==> config.mk <==
export PLATFORM = sky130hd
export DESIGN_NAME = cost_rr_arbiter
export DESIGN_NICKNAME = d
export VERILOG_FILES = /design/src/rtl/cost_rr_arbiter.sv
export SDC_FILE = /design/constraint.sdc
export NUM_CORES = 1
export LEC_CHECK = 0
export BUFFER_PORTS_ARGS = -buffer_cell sky130_fd_sc_hd__buf_2
export CAP_MARGIN = 10
export CORE_ASPECT_RATIO = 1.1
export CORE_MARGIN = 3
export CORE_UTILIZATION = 39
export CTS_CLUSTER_SIZE = 8
export DETAILED_ROUTE_END_ITERATION = 16
export GPL_ROUTABILITY_DRIVEN = 0
export MAX_ROUTING_LAYER = met4
export PLACE_DENSITY = 0.9
export SYNTH_ARGS = -nofsm -noshare
export SYNTH_HDL_FRONTEND = slang
export SYNTH_SLANG_ARGS = --single-unit
==> constraint.sdc <==
create_clock -name CLK -period 1.58 [get_ports CLK]
set_clock_uncertainty 0.05 [all_clocks]
set_input_delay 0.316 -clock CLK [delete_from_list [all_inputs] [get_ports CLK]]
set_output_delay 0.316 -clock CLK [all_outputs]
set_load 0.03 [all_outputs]
==> src/rtl/cost_rr_arbiter.sv <==
// cost_rr_arbiter
//
// Purpose:
//   Round-robin arbiter that shares one cost-table lookup port (W/J out,
//   Cost in) among NREQ job-assignment search engines. Each grant is a
//   fixed burst of BURST lookups, which is one full permutation. The
//   returned cost is registered and tagged with a one-hot rsp_valid for the
//   engine that issued the lookup, so it arrives one cycle after the lookup.
//
// Parameters:
//   NREQ   number of requesting engines (2..4; 1 also works)
//   BURST  lookups per grant (1..8, one per worker)
//
// Ports:
//   CLK        clock, all state changes on the rising edge
//   RST        asynchronous active-low reset
//   req        per-engine request, sampled only at arbitration points
//   req_w      per-engine worker index, slice k = [3k+2:3k]
//   req_j      per-engine job index, sliced the same way as req_w
//   gnt        one-hot grant, held for the whole burst
//   beat       beat index within the current burst
//   W, J       lookup address to the cost memory (0 when no grant)
//   Cost       cost memory data, combinational from W/J
//   rsp_valid  one-hot owner of rsp_cost this cycle
//   rsp_cost   Cost registered from the previous beat cycle
//   burst_cnt  saturating count of completed bursts
//
// Build option:
//   COST_ARB_STATS_EN  when defined, burst_cnt counts completed bursts;
//                      otherwise burst_cnt is tied to 0 and no counter exists.

module cost_rr_arbiter #(
    parameter int NREQ  = 2,
    parameter int BURST = 8
) (
    input  logic                CLK,
    input  logic                RST,
    input  logic [NREQ-1:0]     req,
    input  logic [3*NREQ-1:0]   req_w,
    input  logic [3*NREQ-1:0]   req_j,
    output logic [NREQ-1:0]     gnt,
    output logic [2:0]          beat,
    output logic [2:0]          W,
    output logic [2:0]          J,
    input  logic [6:0]          Cost,
    output logic [NREQ-1:0]     rsp_valid,
    output logic [6:0]          rsp_cost,
    output logic [15:0]         burst_cnt
);

    localparam int              IW        = (NREQ > 1) ? $clog2(NREQ) : 1;
    localparam logic [2:0]      LAST_BEAT = 3'(BURST - 1);
    localparam logic [IW-1:0]   LAST_IDX  = IW'(NREQ - 1);

    typedef enum logic {
        IDLE,
        BUSY
    } state_t;

    state_t        state;
    state_t        next_state;
    logic [IW-1:0] last;
    logic [IW-1:0] pick;
    logic          found;
    logic          busy;
    logic          any_req;
    logic          last_beat;
    logic          arb_point;

    assign busy      = (state == BUSY);
    assign any_req   = |req;
    assign last_beat = busy && (beat == LAST_BEAT);
    // Requests are only looked at when idle or when the current burst ends.
    assign arb_point = !busy || last_beat;

    // Round-robin pick: first pass looks above the last winner, second pass
    // wraps around to the low indices including the last winner itself.
    always_comb begin
        pick  = last;
        found = 1'b0;
        for (int k = 0; k < NREQ; k++) begin
            if (!found && req[k] && (IW'(k) > last)) begin
                pick  = IW'(k);
                found = 1'b1;
            end
        end
        for (int k = 0; k < NREQ; k++) begin
            if (!found && req[k] && (IW'(k) <= last)) begin
                pick  = IW'(k);
                found = 1'b1;
            end
        end
    end

    always_ff @(posedge CLK or negedge RST) begin
        if (!RST) begin
            state <= IDLE;
        end else begin
            state <= next_state;
        end
    end

    always_comb begin
        next_state = state;
        case (state)
            IDLE: begin
                if (any_req) begin
                    next_state = BUSY;
                end
            end
            BUSY: begin
                if (last_beat && !any_req) begin
                    next_state = IDLE;
                end
            end
            default: next_state = IDLE;
        endcase
    end

    // Grant, beat and pointer. A new grant restarts beat at 0, which is
    // what makes back-to-back bursts bubble-free.
    always_ff @(posedge CLK or negedge RST) begin
        if (!RST) begin
            gnt  <= '0;
            beat <= '0;
            last <= LAST_IDX;
        end else if (arb_point && any_req) begin
            gnt  <= NREQ'(1) << pick;
            last <= pick;
            beat <= '0;
        end else if (arb_point) begin
            gnt  <= '0;
            beat <= '0;
        end else begin
            beat <= beat + 3'd1;
        end
    end

    // While busy, last always names the granted engine, so it doubles as
    // the lookup mux select.
    always_comb begin
        W = '0;
        J = '0;
        if (busy) begin
            for (int k = 0; k < NREQ; k++) begin
                if (last == IW'(k)) begin
                    W = req_w[3*k +: 3];
                    J = req_j[3*k +: 3];
                end
            end
        end
    end

    always_ff @(posedge CLK or negedge RST) begin
        if (!RST) begin
            rsp_valid <= '0;
            rsp_cost  <= '0;
        end else if (busy) begin
            rsp_valid <= gnt;
            rsp_cost  <= Cost;
        end else begin
            rsp_valid <= '0;
            rsp_cost  <= '0;
        end
    end

`ifdef COST_ARB_STATS_EN
    always_ff @(posedge CLK or negedge RST) begin
        if (!RST) begin
            burst_cnt <= '0;
        end else if (last_beat && (burst_cnt != 16'hFFFF)) begin
            burst_cnt <= burst_cnt + 16'd1;
        end
    end
`else
    assign burst_cnt = '0;
`endif

endmodule

# Word-level counts from Yosys, hierarchy flattened

Cells that the tools add are included.

Register bits: 16
Word-level logic and storage cells: 52
Bits of input ports: 23
Output and inout port bits: 36

Equal/unequal tests: 1
Bitwise operators: 1
Multiplexer cells: 20
Order comparisons: 4
Shifts and indexed selects: 1
Reductions and logical operators: 18
Add/subtract/negate cells: 1

Operators by type and width:

| cell                  | number |
|---|---|
| $mux W3               | 6 |
| $logic_and A1 B1 Y1   | 10 |
| $mux W1               | 9 |
| $mux W7               | 1 |
| $mux W2               | 3 |
| $logic_not A1 Y1      | 5 |
| $add A3 B1 Y3 const B | 1 |
| $eq A3 B3 Y1 const B  | 1 |
| $gt A1 B1 Y1 const A  | 2 |
| $le A1 B1 Y1 const A  | 2 |
| $pmux W1 S2           | 1 |
| $reduce_bool A2 Y1    | 1 |
| $reduce_or A2 Y1      | 1 |
| $shl A1 B1 Y2 const A | 1 |
| $logic_or A1 B1 Y1    | 1 |
| $not A1 Y1            | 1 |

# Longest topological paths before layout

Word-level depth: 17
Depth in mapped cells: 5
Depth with buffers taken out: 5

# Worst setup path before layout

No wires, ideal clock.

Kind: reg2out
From: register last
To: output J[0]
Path buffers: 1
Arrival time: 1181 ps
Stages on the path, launching flop included: 4
Path slack: 33 ps
Required time: 1214 ps
Path through: dfstp_2 -> buf_4 -> mux2i_1 -> nor2b_1

Cells in the longest elaborated chain, start to end: 2

RTL lines:

| item                   | RTL line | text |
|---|---|---|
| from (decl)            | 62       | `logic [IW-1:0] last;` |
| from (signal assigned) | 129      | `last <= pick;` |
| $mux W3                | 146      | `if (last == IW'(k)) begin` |
| $mux W3                | 144      | `if (busy) begin` |
| to (decl)              | 44       | `output logic [2:0] J,` |

Every way passes these cells.

# Worst setup path after layout

Same ends and word-level chain as after synthesis.

==> results by group <==
Timing
  • Final setup margin: -0.1560 ns
  • F_max: 0.5760 GHz
  • Final Cycle Share: 1.099
  • Final setup TNS: -0.9060 ns
  • Post-route minimum period: 1.736 ns
  • Slew Limit Fails: 0
  • # setup viols final: 6
  • Unrepaired setup endpoints after global routing: true
  • Final Hold Viols: 0

Setup path
  • Worst Setup SP: last
  • Reg2reg path depth: 5
  • WS Path Type: reg -> out
  • Slowest-stage cell, CP: dfstp_2
  • CP Launch Type: flip-flop
  • Slowest stage delay, CP: 0.65 ns
  • Cell chain of the critical path: mux2i_1 -> nor2b_1 -> buf_4
  • WP data arrival: 1.37 ns
  • Worst setup EP type: output pin
  • CP max FO: 7
  • Worst r2r src: beat[0]
  • Worst endpoint required time: 1.21 ns

Floorplan
  • Row cnt: 16
  • Die area: 2644 sq um
  • Initial Util: 0.4321
  • IO Count: 59
  • Die X: 49.31 microns
  • Floorplan core area: 1862 sq um
  • Die H: 53.64 microns

Route
  • Final ANT Viol Nets: 0
  • WL final: 1.638 mm
  • Post-DR wirelength/cell: 11.22 microns
  • Starting DRT DRC Count: 5
  • Drt via density: 4.212
  • Drt pass-1 iters: 3
  • DRC viols: 0
  • DR vias: 615

Logic synthesis
  • Syn Inst Count: 74
  • Syn Area/Cell: 10.87 sq um
  • Cell taking the most area after synthesis: dfrtp_1
  • Warnings from Yosys: 0
  • Seq cells post-synth: 16
  • Ranking of synthesized cells by area: dfrtp_1, buf_4, and2_1
  • Netlist cell types: 19
  • Post-synthesis cell area: 804.5 sq um
  • Seq/Total Area, Yosys: 0.4992
  • Yosys top cell area share: 0.4666

CTS
  • CTS buffer count: 3
  • Clk sink count: 16
  • TritonCTS clock tree: built
  • Clock Path Buffers: 2
  • CTS H-Tree Depth: 1
  • Clk root buf: clkbuf_4
  • Worst-Skew Late Latency: 0.28 ns
  • CTS clk-pin slew, worst paths: 0.08 ns

Cells and area
  • Fill count: 173
  • Layout cell share with drive strength beyond 1: 0.4034
  • Multi-input gate area in the final layout: 322.8 sq um
  • Seq. cell area: 401.6 sq um
  • Area growth from synthesis to layout: 28.15%
  • Net count, final: 145
  • Ant. Diodes: 0

Status
  • Failing checks: setup timing
  • Outcome: finished, violations left

Hold path
  • Hold path startpoint: req[0]
  • Hold path cells: 2
  • Min-Delay Path Class: in -> reg

Pwr
  • Power Density: 1702 nW/um^2
  • IR drop worst, VDD: 0.6511 mV
  • Leakage power: 0.5774 nW

Placement
  • Port Buf Inserts: 42
  • Post-place setup slack: 0.1164 ns
  • DP HPWL: 1.247 mm

Run
  • Max_cap viols: 0

Global routing
  • Initial antenna violation count: 0
  • First-pass GRT wire length: 2.587 mm
  • Largest net degree at the start of global routing: 18
  • GRT Util Overall: 0.1359
  • Grt ovf: 0
  • Number of global-route vias before repair: 582
-- worst max-delay path: cells and delay by family, from the launching register on --
| kind | cells | cell delay, ns |
|---|---|---|
| buf+inv | 1 | 0.16 |
| flops | 1 | 0.65 |
| mux | 1 | 0.21 |
| simple gates | 1 | 0.06 |
-- synthesized netlist by cell type --
| master | instances |
|---|---|
| ha_1 | 2 |
| conb_1 | 1 |
| a21oi_1 | 1 |
| dfstp_2 | 1 |
| nand2b_1 | 1 |
| clkbuf_2 | 1 |
| nor2_1 | 1 |
| mux2i_1 | 6 |
| or3_1 | 1 |
| nand2_1 | 4 |
| buf_4 | 17 |
| nand3_1 | 1 |
| and2_1 | 11 |
| a31oi_1 | 1 |
| o21ai_0 | 2 |
| nor2b_4 | 1 |
| nor2b_1 | 6 |
| inv_1 | 1 |
| dfrtp_1 | 15 |
-- stage by stage --
step,util,area [sq um],hold WS [ns],power [mW],std cells
detailed placement,0.5222,972.2,0.1860,1.497,140
global placement,0.5222,972.2,0.1778,1.466,140
floorplan,-,860.8,-0.02959,1.297,89
global route,0.5538,1031,0.1561,1.886,146
CTS,0.5538,1031,0.1623,1.767,146
finish,0.5538,1031,0.1597,1.754,146
-- kinds of logic (layout without fill, tap and decap cells) --
logic type      after synthesis  in the layout  synth area share
compound gates                4              4           0.02644
fa+ha+maj                     2              2           0.03110
buf+inv                      19             49            0.1695
flops                        16             16            0.4992
mux                           6              6           0.07465
other cells                   1             16          0.004661
simple gates                 26             26            0.1944
-- layout by cell type (no fill, tap or decap), types with 2 or more instances in the layout --
master    count
dfrtp_1      15
conb_1       16
nand2_1       4
nor2b_1       6
ha_1          2
buf_2        36
buf_4         7
clkbuf_4      3
o21ai_0       2
mux2i_1       6
and2_1       11
-- report_power, final --
| group | switching, mW | leakage [nW] | internal (mW) |
|---|---|---|---|
| registers | 0.0956 | 0.188 | 0.539 |
| logic | 0.574 | 0.374 | 0.331 |
| clock network | 0.117 | 0.0150 | 0.0981 |
-- layer usage --
metal / vias to the layer above / GRT usage / share of wire
met5: - / - / 0
met2: 40 / 0.2411 / 0.52
li1: 293 / - / -
met1: 279 / 0.1369 / 0.35
met4: 0 / 0.05687 / 0.012
met3: 3 / 0.04986 / 0.12
-- layout make-up --
cell class	instances	area share
clock buffer	4	0.02549
tap	27	0.03277
sequential	16	0.3896
inverter	1	0.003641
multi-input combinational	54	0.3131
timing repair buffer	44	0.2354
-- sequential cells by signal, summed over array words and instances, names as in the netlist --
signal     count
beat           3
busy           1
gnt            2
last           1
rsp_cost       7
rsp_valid      2
-- final timing paths --
check                               to  slack [ns]
max                               J[0]       -0.16
min                               last        0.16
max reg2reg                       last        0.17
min reg2reg                    beat[0]        0.43
max in group asynchronous         last        0.78
min in group asynchronous  rsp_cost[3]        0.41
-- timing repair --
action                     4_1_cts  5_1_grt
buffers inserted                 1        0
hold endpoints to repair        15        0
hold buffers                     1        0
gates resized for setup          6        0
setup endpoints to repair        6        6
Power figures use the tool's default switching activity.
